--- config.mk ---
export PLATFORM = sky130hd
export DESIGN_NAME = dec_button_conditioner
export DESIGN_NICKNAME = d
export VERILOG_FILES = /design/src/rtl/dec_button_conditioner.sv
export SDC_FILE = /design/constraint.sdc
export NUM_CORES = 1
export LEC_CHECK = 0
export ABC_AREA = 0
export BUFFER_PORTS_ARGS = -buffer_cell sky130_fd_sc_hd__buf_2
export CELL_PAD_IN_SITES_DETAIL_PLACEMENT = 1
export CELL_PAD_IN_SITES_GLOBAL_PLACEMENT = 1
export CORE_MARGIN = 10
export CORE_UTILIZATION = 46
export DETAILED_ROUTE_END_ITERATION = 12
export GPL_ROUTABILITY_DRIVEN = 0
export HOLD_SLACK_MARGIN = 0.1
export PLACE_DENSITY = 0.77
export REMOVE_ABC_BUFFERS = 1
export SLEW_MARGIN = 5
export SYNTH_ARGS = -nofsm -noshare
export SYNTH_HDL_FRONTEND = slang
export SYNTH_SLANG_ARGS = --single-unit
--- constraint.sdc ---
create_clock -name CLK -period 1.9 [get_ports CLK]
set_input_delay 0.095 -clock CLK [delete_from_list [all_inputs] [get_ports CLK]]
set_output_delay 0.095 -clock CLK [all_outputs]
set_load 0.01 [all_outputs]
--- src/rtl/dec_button_conditioner.sv ---
// DEC push-button conditioner: synchronise, debounce on a slow tick,
// classify short/long presses and toggle the DEC level on short presses.
module dec_button_conditioner #(
  parameter int TICK_DIV   = 4096,
  parameter int DEB_TICKS  = 8,
  parameter int LONG_TICKS = 700
) (
  input  logic CLK,
  input  logic RESET,
  input  logic BTN_RAW,
  output logic DEC,
  output logic PRESS_PULSE,
  output logic LONG_PULSE,
  output logic BTN_STABLE
);

  localparam int PW = (TICK_DIV > 1) ? $clog2(TICK_DIV) : 1;
  localparam int DW = $clog2(DEB_TICKS + 1);
  localparam int HW = $clog2(LONG_TICKS + 1);

  typedef enum logic [2:0] {
    IDLE,
    DEB_PRESS,
    HELD,
    LONG_HELD,
    DEB_RELEASE
  } state_t;

  logic [1:0]    sync_q;
  logic [PW-1:0] presc_q;
  logic [PW-1:0] presc_d;
  logic          btn_s;
  logic          tick;

  state_t        state_q;
  logic [DW-1:0] deb_q;
  logic [HW-1:0] hold_q;
  logic          long_flag_q;
  logic          dec_q;
  logic          press_q;
  logic          long_q;
  logic          stable_q;
  logic          deb_last;
  logic          hold_last;

  assign btn_s     = sync_q[1];
  assign tick      = (presc_q == PW'(TICK_DIV - 1));
  assign presc_d   = tick ? '0 : presc_q + 1'b1;
  assign deb_last  = (deb_q == DW'(DEB_TICKS - 1));
  assign hold_last = (hold_q == HW'(LONG_TICKS - 1));

  always_ff @(posedge CLK) begin
    if (RESET) begin
      sync_q  <= '0;
      presc_q <= '0;
    end else begin
      sync_q  <= {sync_q[0], BTN_RAW};
      presc_q <= presc_d;
    end
  end

  // A disagreeing btn_s always takes priority over a tick in the same cycle.
  always_ff @(posedge CLK) begin
    if (RESET) begin
      state_q     <= IDLE;
      deb_q       <= '0;
      hold_q      <= '0;
      long_flag_q <= 1'b0;
      dec_q       <= 1'b0;
      press_q     <= 1'b0;
      long_q      <= 1'b0;
      stable_q    <= 1'b0;
    end else begin
      press_q <= 1'b0;
      long_q  <= 1'b0;
      unique case (state_q)
        IDLE: begin
          deb_q <= '0;
          if (btn_s) begin
            state_q <= DEB_PRESS;
            hold_q  <= '0;
          end
        end
        DEB_PRESS: begin
          if (!btn_s) begin
            state_q <= IDLE;
            deb_q   <= '0;
          end else if (tick) begin
            if (deb_last) begin
              state_q  <= HELD;
              deb_q    <= '0;
              press_q  <= 1'b1;
              stable_q <= 1'b1;
            end else begin
              deb_q <= deb_q + 1'b1;
            end
          end
        end
        HELD: begin
          if (!btn_s) begin
            state_q     <= DEB_RELEASE;
            long_flag_q <= 1'b0;
            deb_q       <= '0;
          end else if (tick) begin
            if (hold_q != HW'(LONG_TICKS))
              hold_q <= hold_q + 1'b1;
            if (hold_last) begin
              state_q <= LONG_HELD;
              long_q  <= 1'b1;
            end
          end
        end
        LONG_HELD: begin
          deb_q <= '0;
          if (!btn_s) begin
            state_q     <= DEB_RELEASE;
            long_flag_q <= 1'b1;
          end
        end
        DEB_RELEASE: begin
          if (btn_s) begin
            state_q <= long_flag_q ? LONG_HELD : HELD;
            deb_q   <= '0;
          end else if (tick) begin
            if (deb_last) begin
              state_q  <= IDLE;
              deb_q    <= '0;
              stable_q <= 1'b0;
              if (!long_flag_q)
                dec_q <= ~dec_q;
            end else begin
              deb_q <= deb_q + 1'b1;
            end
          end
        end
        default: state_q <= IDLE;
      endcase
    end
  end

  assign DEC         = dec_q;
  assign PRESS_PULSE = press_q;
  assign LONG_PULSE  = long_q;
  assign BTN_STABLE  = stable_q;

endmodule

======== After elaboration in Yosys (flattened, before gate mapping) ========
Index checks and enable logic that the tools add are counted.
word-level totals
  register bits after elaboration ......... 36
  input bits .............................. 3
  output and inout port bits .............. 4
  logic and storage cells ................. 96
cells by class
  $add $sub $neg .......................... 3
  equality and inequality tests ........... 26
  mux-type cells .......................... 36
  bitwise logic cells ..................... 6
  reduce and logical (&&, ||, !) cells .... 15
operators with widths
  cell                                                                    count
  10-bit two-way mux                                                      4
  3-bit two-way mux                                                       11
  2-bit inequality test (second input constant)                           12
  4-bit two-way mux                                                       5
  10-bit one-hot mux with 2 select lines                                  1
  3-bit inequality test (second input constant)                           6
  4-bit one-hot mux with 4 select lines                                   1
  3-bit one-hot mux with 5 select lines                                   1
  12-bit by 1-bit adder with 12-bit output (second input constant)        1
  12-bit equality test (second input constant)                            1
  1-bit two-way mux                                                       11
  10-bit by 1-bit adder with 10-bit output (second input constant)        1
  10-bit equality test (second input constant)                            1
  10-bit inequality test (second input constant)                          1
  5-bit AND reduction                                                     2
  8-bit AND reduction                                                     1
  4-bit OR reduction                                                      2
  7-bit AND reduction                                                     1
  3-bit by 2-bit equality test with 1-bit output (second input constant)  2
  1-bit NOT                                                               6
  2-bit nonzero test                                                      3
  4-bit by 1-bit adder with 4-bit output (second input constant)          1
  4-bit by 3-bit equality test with 1-bit output (second input constant)  1
  1-bit one-hot mux with 2 select lines                                   2
  other kinds (7)                                                         8

======== Depth between registers and ports, before layout ========
Gate-level depths: netlist of the first run.
  depth in word-level cells ............... 5
  gate-level depth with buffers ........... 7
  depth with buffers taken out ............ 7

======== Worst setup path after synthesis of the first run ========
Ideal clock, no wire load.
  path type ............................... flip-flop to flip-flop
  from .................................... register presc_q[0]
  to ...................................... register hold_q[5]
  setup time .............................. 124 ps
  arrival time ............................ 1559 ps
  required time ........................... 1776 ps
  path slack .............................. 217 ps
  cell stages (with the launch flop) ...... 7
  buffers on the path ..................... 0
  clock period less this slack ............ 1683 ps
  path through ............................ dfxtp_1 > ha_1 > nand2_1 > o41ai_4 > nand4_1 > xor2_1 > nor2_1
between the ends
  cells in the longest elaborated chain, start to end .. 3
RTL lines
  what                                    RTL line  RTL
  start, declared                         30        logic [PW-1:0] presc_q;
  start signal, assigned                  58        presc_q <= presc_d;
  12-bit equality test                    47        assign tick = (presc_q == PW'(TICK_DIV - 1));
  2-bit inequality test (no source line)  --
  5-bit AND reduction (no source line)    --
  end signal, assigned                    106       hold_q <= hold_q + 1'b1;
  end, declared                           37        logic [HW-1:0] hold_q;
Every way passes these cells.
A chain may end at the register's enable or synchronous reset.

======== Final worst setup path of the first run ========
  from .................................... register presc_q[2]
  to ...................................... register hold_q[6]
The elaborated chain is that of the path after synthesis.

==> metrics.txt, run 1 <==
Routed Antenna Nets=0; Least-Margin Pin Slew=499 ps; Die Ht=82.6 µm; Vias/cell=approximately 5.4; most frequent cells in the layout=34 x dfxtp_1, 33 x nor2_1, 20 x nand2_1, 17 x xor2_1, 12 x nand3_1; H-tree depth=2; r2r worst-path depth=6; grt met2 use=a little under a quarter; DRC=0; CORE AREA=approximately 3700 µm²; gr ovfl total=0; Setup Skew=between 7 and 8 ps; critical path class=register to register; combinational group share of total power=10.2%; largest net degree at the start of global routing=17; number of buffers added on ports=6; met1 Use GR=16.5%; synthesized area per cell=roughly 9 µm²; synth unique cells=43; root buffer cell=clkbuf_8; Yosys reg bits=36; setup_tns=0 ps; grt peak-use layer=met2; most common cell after layout, fill and taps aside=dfxtp_1; Int Pwr=between 1.5 and 2 mW; crit path max fanout=10; max_slew headroom=66.7%; Tcrit/Tclk final=between 90% and 100%; first-pass GRT wire length=approximately 7400 µm; Final nets=230; total chip power=1.93 mW; final setup violation count=0; die area=around 6800 µm²; Final HPWL DP=3070 µm; Worst Path Required=around 2100 ps; DR iter-0 viols=between 70 and 80; worst IR drop on VDD=a little over 0.8 mV; Arr. time, crit path=1980 ps; Fin. Hold Viols=0; num rows=22; routed wire length=4420 µm; Ant. Diodes=0; Ys Warns=0; Period minus WS final=1810 ps; Initial Utilization=between 40 and 50%; DR WL/cell=16.2 µm; Synth top area share=about two fifths; Synth area leader=dfxtp_1; Startpoint Class=register; Synth Instances=roughly 210; switching power=0.420 mW; Reg power frac=41.0%; hold depth=2; P per Cell Area=~900 nW/µm²; Net Sw Frac=21.7%; io pins=7; worst hold-check path type=input port to register; Final Util=57.4%; clock buffer depth=2; mapped cell area=1800 µm²; CTS Sinks=36; Peak Freq=553 MHz; vias=1477; layout cells sized above 1=17.0%; setup ws final=between 90 and 100 ps; total global-route track usage=between 10 and 15%; leakage=0.815 nW; initial antenna violation count=0; DR pass1 iterations=4; maxcap violations=0; CTS clk-pin slew, worst paths=80 ps; CTS tree=done; Skew-Pair Late Insertion Delay=290 ps; Slew Limit Fails=0; vias in the first global route=1551; Area growth syn-to-layout=18.6%; post-synthesis sequential area ratio=40.0%; Critical Path Sink Type=register; power share of the clock group=48.8%; total CTS buffers=5; die width=82.6 µm; status=complete, no violations; largest cells by area after synthesis=dfxtp_1 40%, xor2_1 8.3%, nor2_1 6.9%; met3 GRT Util=around 4.2%; fillers=428; Place WS=10.7 ps
-- synthesized netlist by cell type (all sizes together) --
cell type	instances
o22ai	1
or2	2
inv	6
a211o	1
o41ai	1
o2111ai	1
nor2b	5
and4	4
or3b	1
xor2	17
a221oi	1
buf	3
o21ai	5
nor3	4
clkbuf	3
nand3	12
and3	5
a21o	1
a21oi	6
dfxtp	36
and2	1
mux2i	3
o311ai	1
and4bb	1
or3	1
nand4	7
a31oi	1
nand2b	4
xnor2	8
nor4	2
ha	4
or4	1
nor4bb	1
and4b	1
nand2	20
nor2	33
nand4b	1
-- per-stage QoR --
stage,instances,hold slack (ps),instance area [µm²]
after floorplan,199,164,1780
after global placement,260,316,1920
after detailed placement,260,316,1920
after CTS,269,188,2090
after global routing,272,210,2130
final,272,192,2130
-- power by group through the flow --
| stage | combinational [mW] | clock [mW] | sequential (mW) |
|---|---|---|---|
| finish | 0.198 | 0.942 | 0.793 |
| global route | 0.217 | 0.988 | 0.796 |
| CTS | 0.187 | 0.953 | 0.790 |
| detailed placement | 0.181 | 0 | 0.807 |
| global placement | 0.170 | 0 | 0.804 |
| floorplan | 0.104 | 0 | 0.823 |
-- state kept, by name (all words and copies together) (netlist names) --
register,count
BTN_STABLE,1
DEC,1
LONG_PULSE,1
PRESS_PULSE,1
deb_q,4
hold_q,10
long_flag_q,1
presc_q,12
state_q,3
sync_q,2
-- repair_timing --
item | in CTS | in global routing
setup buffers | 0 | 3
setup endpoints to repair | 1 | 5
pin swaps | 0 | 2
hold buffers | 1 | 0
hold endpoints to repair | 1 | 0
gates resized for setup | 1 | 5
-- path summary, 6_finish.rpt --
check,startpoint,end,slack [ps]
max,presc_q[2]$_SDFF_PP0_,hold_q[6]$_SDFFE_PP0P_,90
min,RESET,presc_q[10]$_SDFF_PP0_,190
max reg2reg,presc_q[2]$_SDFF_PP0_,hold_q[6]$_SDFFE_PP0P_,90
min reg2reg,sync_q[0]$_SDFF_PP0_,sync_q[1]$_SDFF_PP0_,440
-- cells by family (layout without fill, tap and decap cells) --
| family | Yosys count | in the layout | synth area share, % |
|---|---|---|---|
| fa+ha+maj | 4 | 4 | 2.78 |
| compound gates | 19 | 19 | 8.90 |
| xor+xnor | 25 | 25 | 12.2 |
| flops | 36 | 36 | 40.0 |
| mux | 3 | 3 | 1.67 |
| buf+inv | 12 | 31 | 2.64 |
| simple gates | 106 | 106 | 31.8 |
-- cell type report --
type | count | area [µm²] | area share, %
Timing Repair Buffer | 17 | 119 | 5.57
Inverter | 6 | 22.5 | 1.06
Clock inverter | 3 | 90.1 | 4.22
Multi-Input combinational cell | 157 | 1050 | 49.2
Tap cell | 48 | 60.1 | 2.81
Sequential cell | 36 | 723 | 33.9
Clock buffer | 5 | 68.8 | 3.22
-- routing by layer --
metal	vias to the layer above	routed length, µm
li1	738	-
met1	717	2040
met2	17	2180
met3	5	158
met4	0	44
met5	-	0
-- worst max-delay path, cell delays in order (launching register included) --
cell	delay, ps
dfxtp_1	420
nand3_1	220
o41ai_4	430
buf_6	180
nand4_1	160
xor2_1	220
nor2_1	60
(Power assumes the default switching activity.)
==> run 2: changes to the inputs <==
--- a/config.mk
+++ b/config.mk
@@ -14,6 +14,7 @@
 export DETAILED_ROUTE_END_ITERATION = 12
 export GPL_ROUTABILITY_DRIVEN = 0
 export HOLD_SLACK_MARGIN = 0.1
+export MAX_ROUTING_LAYER = met4
 export PLACE_DENSITY = 0.77
 export REMOVE_ABC_BUFFERS = 1
 export SLEW_MARGIN = 5
==> constraint.sdc (replaced) <==
create_clock -name CLK -period 1.9 [get_ports CLK]
set_input_delay 0.285 -clock CLK [delete_from_list [all_inputs] [get_ports CLK]]
set_output_delay 0.285 -clock CLK [all_outputs]
set_load 0.01 [all_outputs]
==> metrics.txt, run 2 (synthesis gave the netlist of run 1 again) <==
status=complete, no violations; Peak Freq=552 MHz; switching power=about 0.43 mW; Net Sw Frac=22.0%; fillers=431; P per Cell Area=912 nW/µm²; Setup Skew=8.74 ps; setup ws final=89.3 ps; root buffer cell=clkbuf_8; vias in the first global route=1547; combinational group share of total power=10.1%; max_slew headroom=66.4%; Final Util=roughly 57%; maxcap violations=0; DRC=0; DR pass1 iterations=4; Least-Margin Pin Slew=504 ps; Place WS=10.7 ps; Period minus WS final=about 1800 ps; Final HPWL DP=approximately 3100 µm; Final nets=229; Die Ht=82.6 µm; H-tree depth=2; Critical Path Sink Type=register; Seq. cell area=between 700 and 800 µm²; critical path class=register to register; Skew-Pair Late Insertion Delay=slightly below 300 ps; Slew Limit Fails=0; Int Pwr=1.51 mW; worst hold-check path type=input port to register; total global-route track usage=14.3%; die width=around 83 µm; routed wire length=4460 µm; total CTS buffers=5; Arr. time, crit path=1980 ps; largest registers=presc_q (12), hold_q (10), deb_q (4); power share of the clock group=49.0%; initial antenna violation count=0; num rows=22; number of buffers added on ports=6; CTS tree=done; Ant. Diodes=0; Vias/cell=5.50; io pins=7; CTS clk-pin slew, worst paths=70 ps; CP max-delay cell=o41ai_4; Largest Register=presc_q; Fin. Hold Viols=0; area of the multi-input gates=1050 µm²; Startpoint Class=register; vias=1491; first-pass GRT wire length=approximately 7400 µm; most common cell after layout, fill and taps aside=dfxtp_1; clock buffer depth=2; Initial Utilization=48.5%; cell chain of the critical path=nand3_1, o41ai_4, buf_6, nand4_1, xor2_1, nor2_1; Tcrit/Tclk final=95.3%; largest net degree at the start of global routing=17; DR iter-0 viols=roughly 80; layout cells sized above 1=17.0%; gr ovfl total=0; final setup violation count=0; leakage=between 0.8 and 0.9 nW; max FFs per register=12; worst hold slack=207 ps; Reg power frac=40.9%; CTS Sinks=36; Routed Antenna Nets=0; Area growth syn-to-layout=18.0%; Worst Path Required=2070 ps; DR WL/cell=16.5 µm; most frequent cells in the layout=34 x dfxtp_1, 33 x nor2_1, 20 x nand2_1, 17 x xor2_1, 12 x nand3_1; slowest cell delay on critical path=roughly 430 ps; worst IR drop on VDD=between 0.8 and 0.9 mV; crit path max fanout=10; setup_tns=0 ps; CORE AREA=3720 µm²; die area=6820 µm²
run 2: changes by cell type in the layout (fill, tap and decap cells not counted):
| cell | change |
|---|---|
| dlygate4sd3_1 | -1 |
run 2: layout make-up:
cell class,instances,area share [%]
tap,48,2.83
sequential,36,34.0
inverter,6,1.06
clock inverter,3,4.24
multi-input combinational,157,49.5
timing repair buffer,16,5.12
clock buffer,5,3.24
run 2: worst max-delay path, delay by kind of cell, from the launching register on:
kind	cells	cell delay, ps
AND/OR/NAND/NOR	3	440
AO/OA/AOI/OAI	1	430
flip-flops	1	420
XOR/XNOR	1	230
buffers and inverters	1	190
run 2: path summary, 6_finish.rpt:
kind / end / from / cells past startpoint / slack (ps)
worst max-delay path: hold_q[6]$_SDFFE_PP0P_ / presc_q[2]$_SDFF_PP0_ / 6 / 90
worst min-delay path: sync_q[0]$_SDFF_PP0_ / BTN_RAW / 2 / 210
worst max register to register: hold_q[6]$_SDFFE_PP0P_ / presc_q[2]$_SDFF_PP0_ / 6 / 90
worst min register to register: sync_q[1]$_SDFF_PP0_ / sync_q[0]$_SDFF_PP0_ / 1 / 440
run 2: power by group through the flow:
| stage | Combinational, mW | Sequential [mW] | Clock, mW |
|---|---|---|---|
| floorplan | 0.104 | 0.823 | 0 |
| CTS | 0.186 | 0.790 | 0.953 |
| global placement | 0.170 | 0.804 | 0 |
| global route | 0.214 | 0.796 | 0.989 |
| detailed placement | 0.181 | 0.807 | 0 |
| finish | 0.195 | 0.793 | 0.950 |
run 2: metal layers:
metal / global-route usage [%] / wire [µm] / vias to the layer above
met5: - / 0 / -
met4: 4.01 / 33 / 0
met3: 4.10 / 144 / 4
met2: 23.6 / 2260 / 17
met1: 16.5 / 2030 / 731
li1: - / - / 739
run 2: stage by stage:
stage | std cells | area [µm²] | total power, mW
finish | 271 | 2120 | 1.94
global placement | 260 | 1920 | 0.974
detailed placement | 260 | 1920 | 0.987
floorplan | 199 | 1780 | 0.926
global route | 271 | 2120 | 2.00
CTS | 268 | 2080 | 1.93
run 2: what timing repair did:
item | CTS | global route
setup endpoints to repair | 1 | 5
resized for setup | 1 | 5
pin swaps | 0 | 2
setup buffers | 0 | 3
hold buffers | 0 | 0
==> run 3: changes to the inputs <==
--- a/config.mk
+++ b/config.mk
@@ -16,7 +16,6 @@
 export HOLD_SLACK_MARGIN = 0.1
 export MAX_ROUTING_LAYER = met4
 export PLACE_DENSITY = 0.77
-export REMOVE_ABC_BUFFERS = 1
 export SLEW_MARGIN = 5
 export SYNTH_ARGS = -nofsm -noshare
 export SYNTH_HDL_FRONTEND = slang
==> metrics.txt, run 3 (synthesis gave the netlist of run 1 again) <==
Die Ht=slightly above 80 µm; CP delay by family, top=compound AO/OA/AOI/OAI gates; worst IR drop on VDD=0.418 mV; DRC=0; Final Instance Area=2030 µm²; Largest Register=presc_q; Peak Freq=547 MHz; io pins=7; critical path class=register to register; CORE AREA=3720 µm²; layout cells sized above 1=15.0%; Arr. time, crit path=1990 ps; Slew Limit Fails=0; clock buffer depth=2; worst hold-check path type=input port to register; Routed Antenna Nets=0; Startpoint Class=register; Final nets=~230; first-pass GRT wire length=7170 µm; hold depth=2; cts hold-fix bufs=0; vias=1492; slowest cell delay on critical path=380 ps; routed wire length=roughly 4200 µm; Initial Utilization=48.5%; worst hold slack=approximately 210 ps; Fin. Hold Viols=0; Vias/cell=5.57; largest net degree at the start of global routing=17; cell chain of the critical path=ha_1, nor4bb_2, nor3_1, a221oi_1, o311ai_2, mux2i_1; crit path max fanout=3; most frequent cells in the layout=35 x dfxtp_1, 33 x nor2_1, 20 x nand2_1, 17 x xor2_1, 12 x nand3_1; die area=6820 µm²; Final Util=54.6%; DR pass1 iterations=5; CTS Sinks=36; gr ovfl total=0; status=complete, no violations; Ant. Diodes=0; most common cell after layout, fill and taps aside=dfxtp_1; vias in the first global route=1505; DR WL/cell=~16 µm; Buf+Inv Stages, Crit Path=0; setup_tns=0 ps; Period minus WS final=about 1800 ps; Setup Skew=approximately 5.2 ps; r2r worst-path depth=6; Critical Path Sink Type=register; CTS clk-pin slew, worst paths=70 ps; Area growth syn-to-layout=12.8%; CP max-delay cell=nor4bb_2; WP depth=6; net count of the mapped netlist=212; max FFs per register=12; Least-Margin Pin Slew=567 ps; CTS tree=done; number of buffers added for setup after CTS=0; Worst Path Required=2060 ps; Skew-Pair Late Insertion Delay=290 ps; non-filler cells in the finished layout=268; final setup violation count=0; number of buffers added on ports=6; dpl cells=between 200 and 300; post-place instance area=between 1500 and 2000 µm²; largest registers=presc_q (12), hold_q (10), deb_q (4); total CTS buffers=5; root buffer cell=clkbuf_8; leakage=0.759 nW; total global-route track usage=13.6%; die width=82.6 µm; DR iter-0 viols=80; maxcap violations=0; num rows=22; P per Cell Area=~760 nW/µm²; H-tree depth=2; Final HPWL DP=3050 µm; max_slew headroom=about 62%; initial antenna violation count=0; Tcrit/Tclk final=96.2%
==> run 3: layout make-up <==
type | instances | area [µm²]
inverters | 6 | 22.5
clock inverters | 1 | 7.51
clock buffers | 7 | 86.3
well taps | 48 | 60.1
flip-flops and latches | 36 | 722
fillers | 456 | 1690
repair buffers | 12 | 78.8
multi-input cells | 158 | 1050
==> run 3: what timing repair did <==
action | CTS | global route
resized for setup | 0 | 4
endpoints found under the hold margin | 0 | 0
setup endpoints to repair | 0 | 21
==> run 3: where the power goes <==
group,leakage (nW),switching [mW],internal [mW]
Combinational,0.423,0.111,0.0738
Sequential,0.292,0.0164,0.773
Clock,0.0445,0.271,0.295
==> run 3: path summary, 6_finish.rpt <==
| kind | from | endpoint | slack [ps] |
|---|---|---|---|
| hold reg to reg | sync_q[0]$_SDFF_PP0_ | sync_q[1]$_SDFF_PP0_ | 460 |
| hold / removal | BTN_RAW | sync_q[0]$_SDFF_PP0_ | 210 |
| setup reg to reg | deb_q[0]$_SDFFE_PP0P_ | state_q[0]$_SDFFE_PP0P_ | 70 |
| setup / recovery | deb_q[0]$_SDFFE_PP0P_ | state_q[0]$_SDFFE_PP0P_ | 70 |
==> run 3: through the flow <==
stage / setup WS (ps) / power (mW)
floorplan: 217 / 0.935
global placement: 169 / 0.976
detailed placement: 92.3 / 0.986
CTS: 87.4 / 1.55
global route: -11.1 / 1.62
finish: 72.5 / 1.54
==> run 3: routing by layer <==
metal / GRT usage (%) / share of wire, %
met3: 3.78 / 3.9
met4: 5.35 / 2.3
met1: 15.7 / 46
met5: - / 0
met2: 21.9 / 48
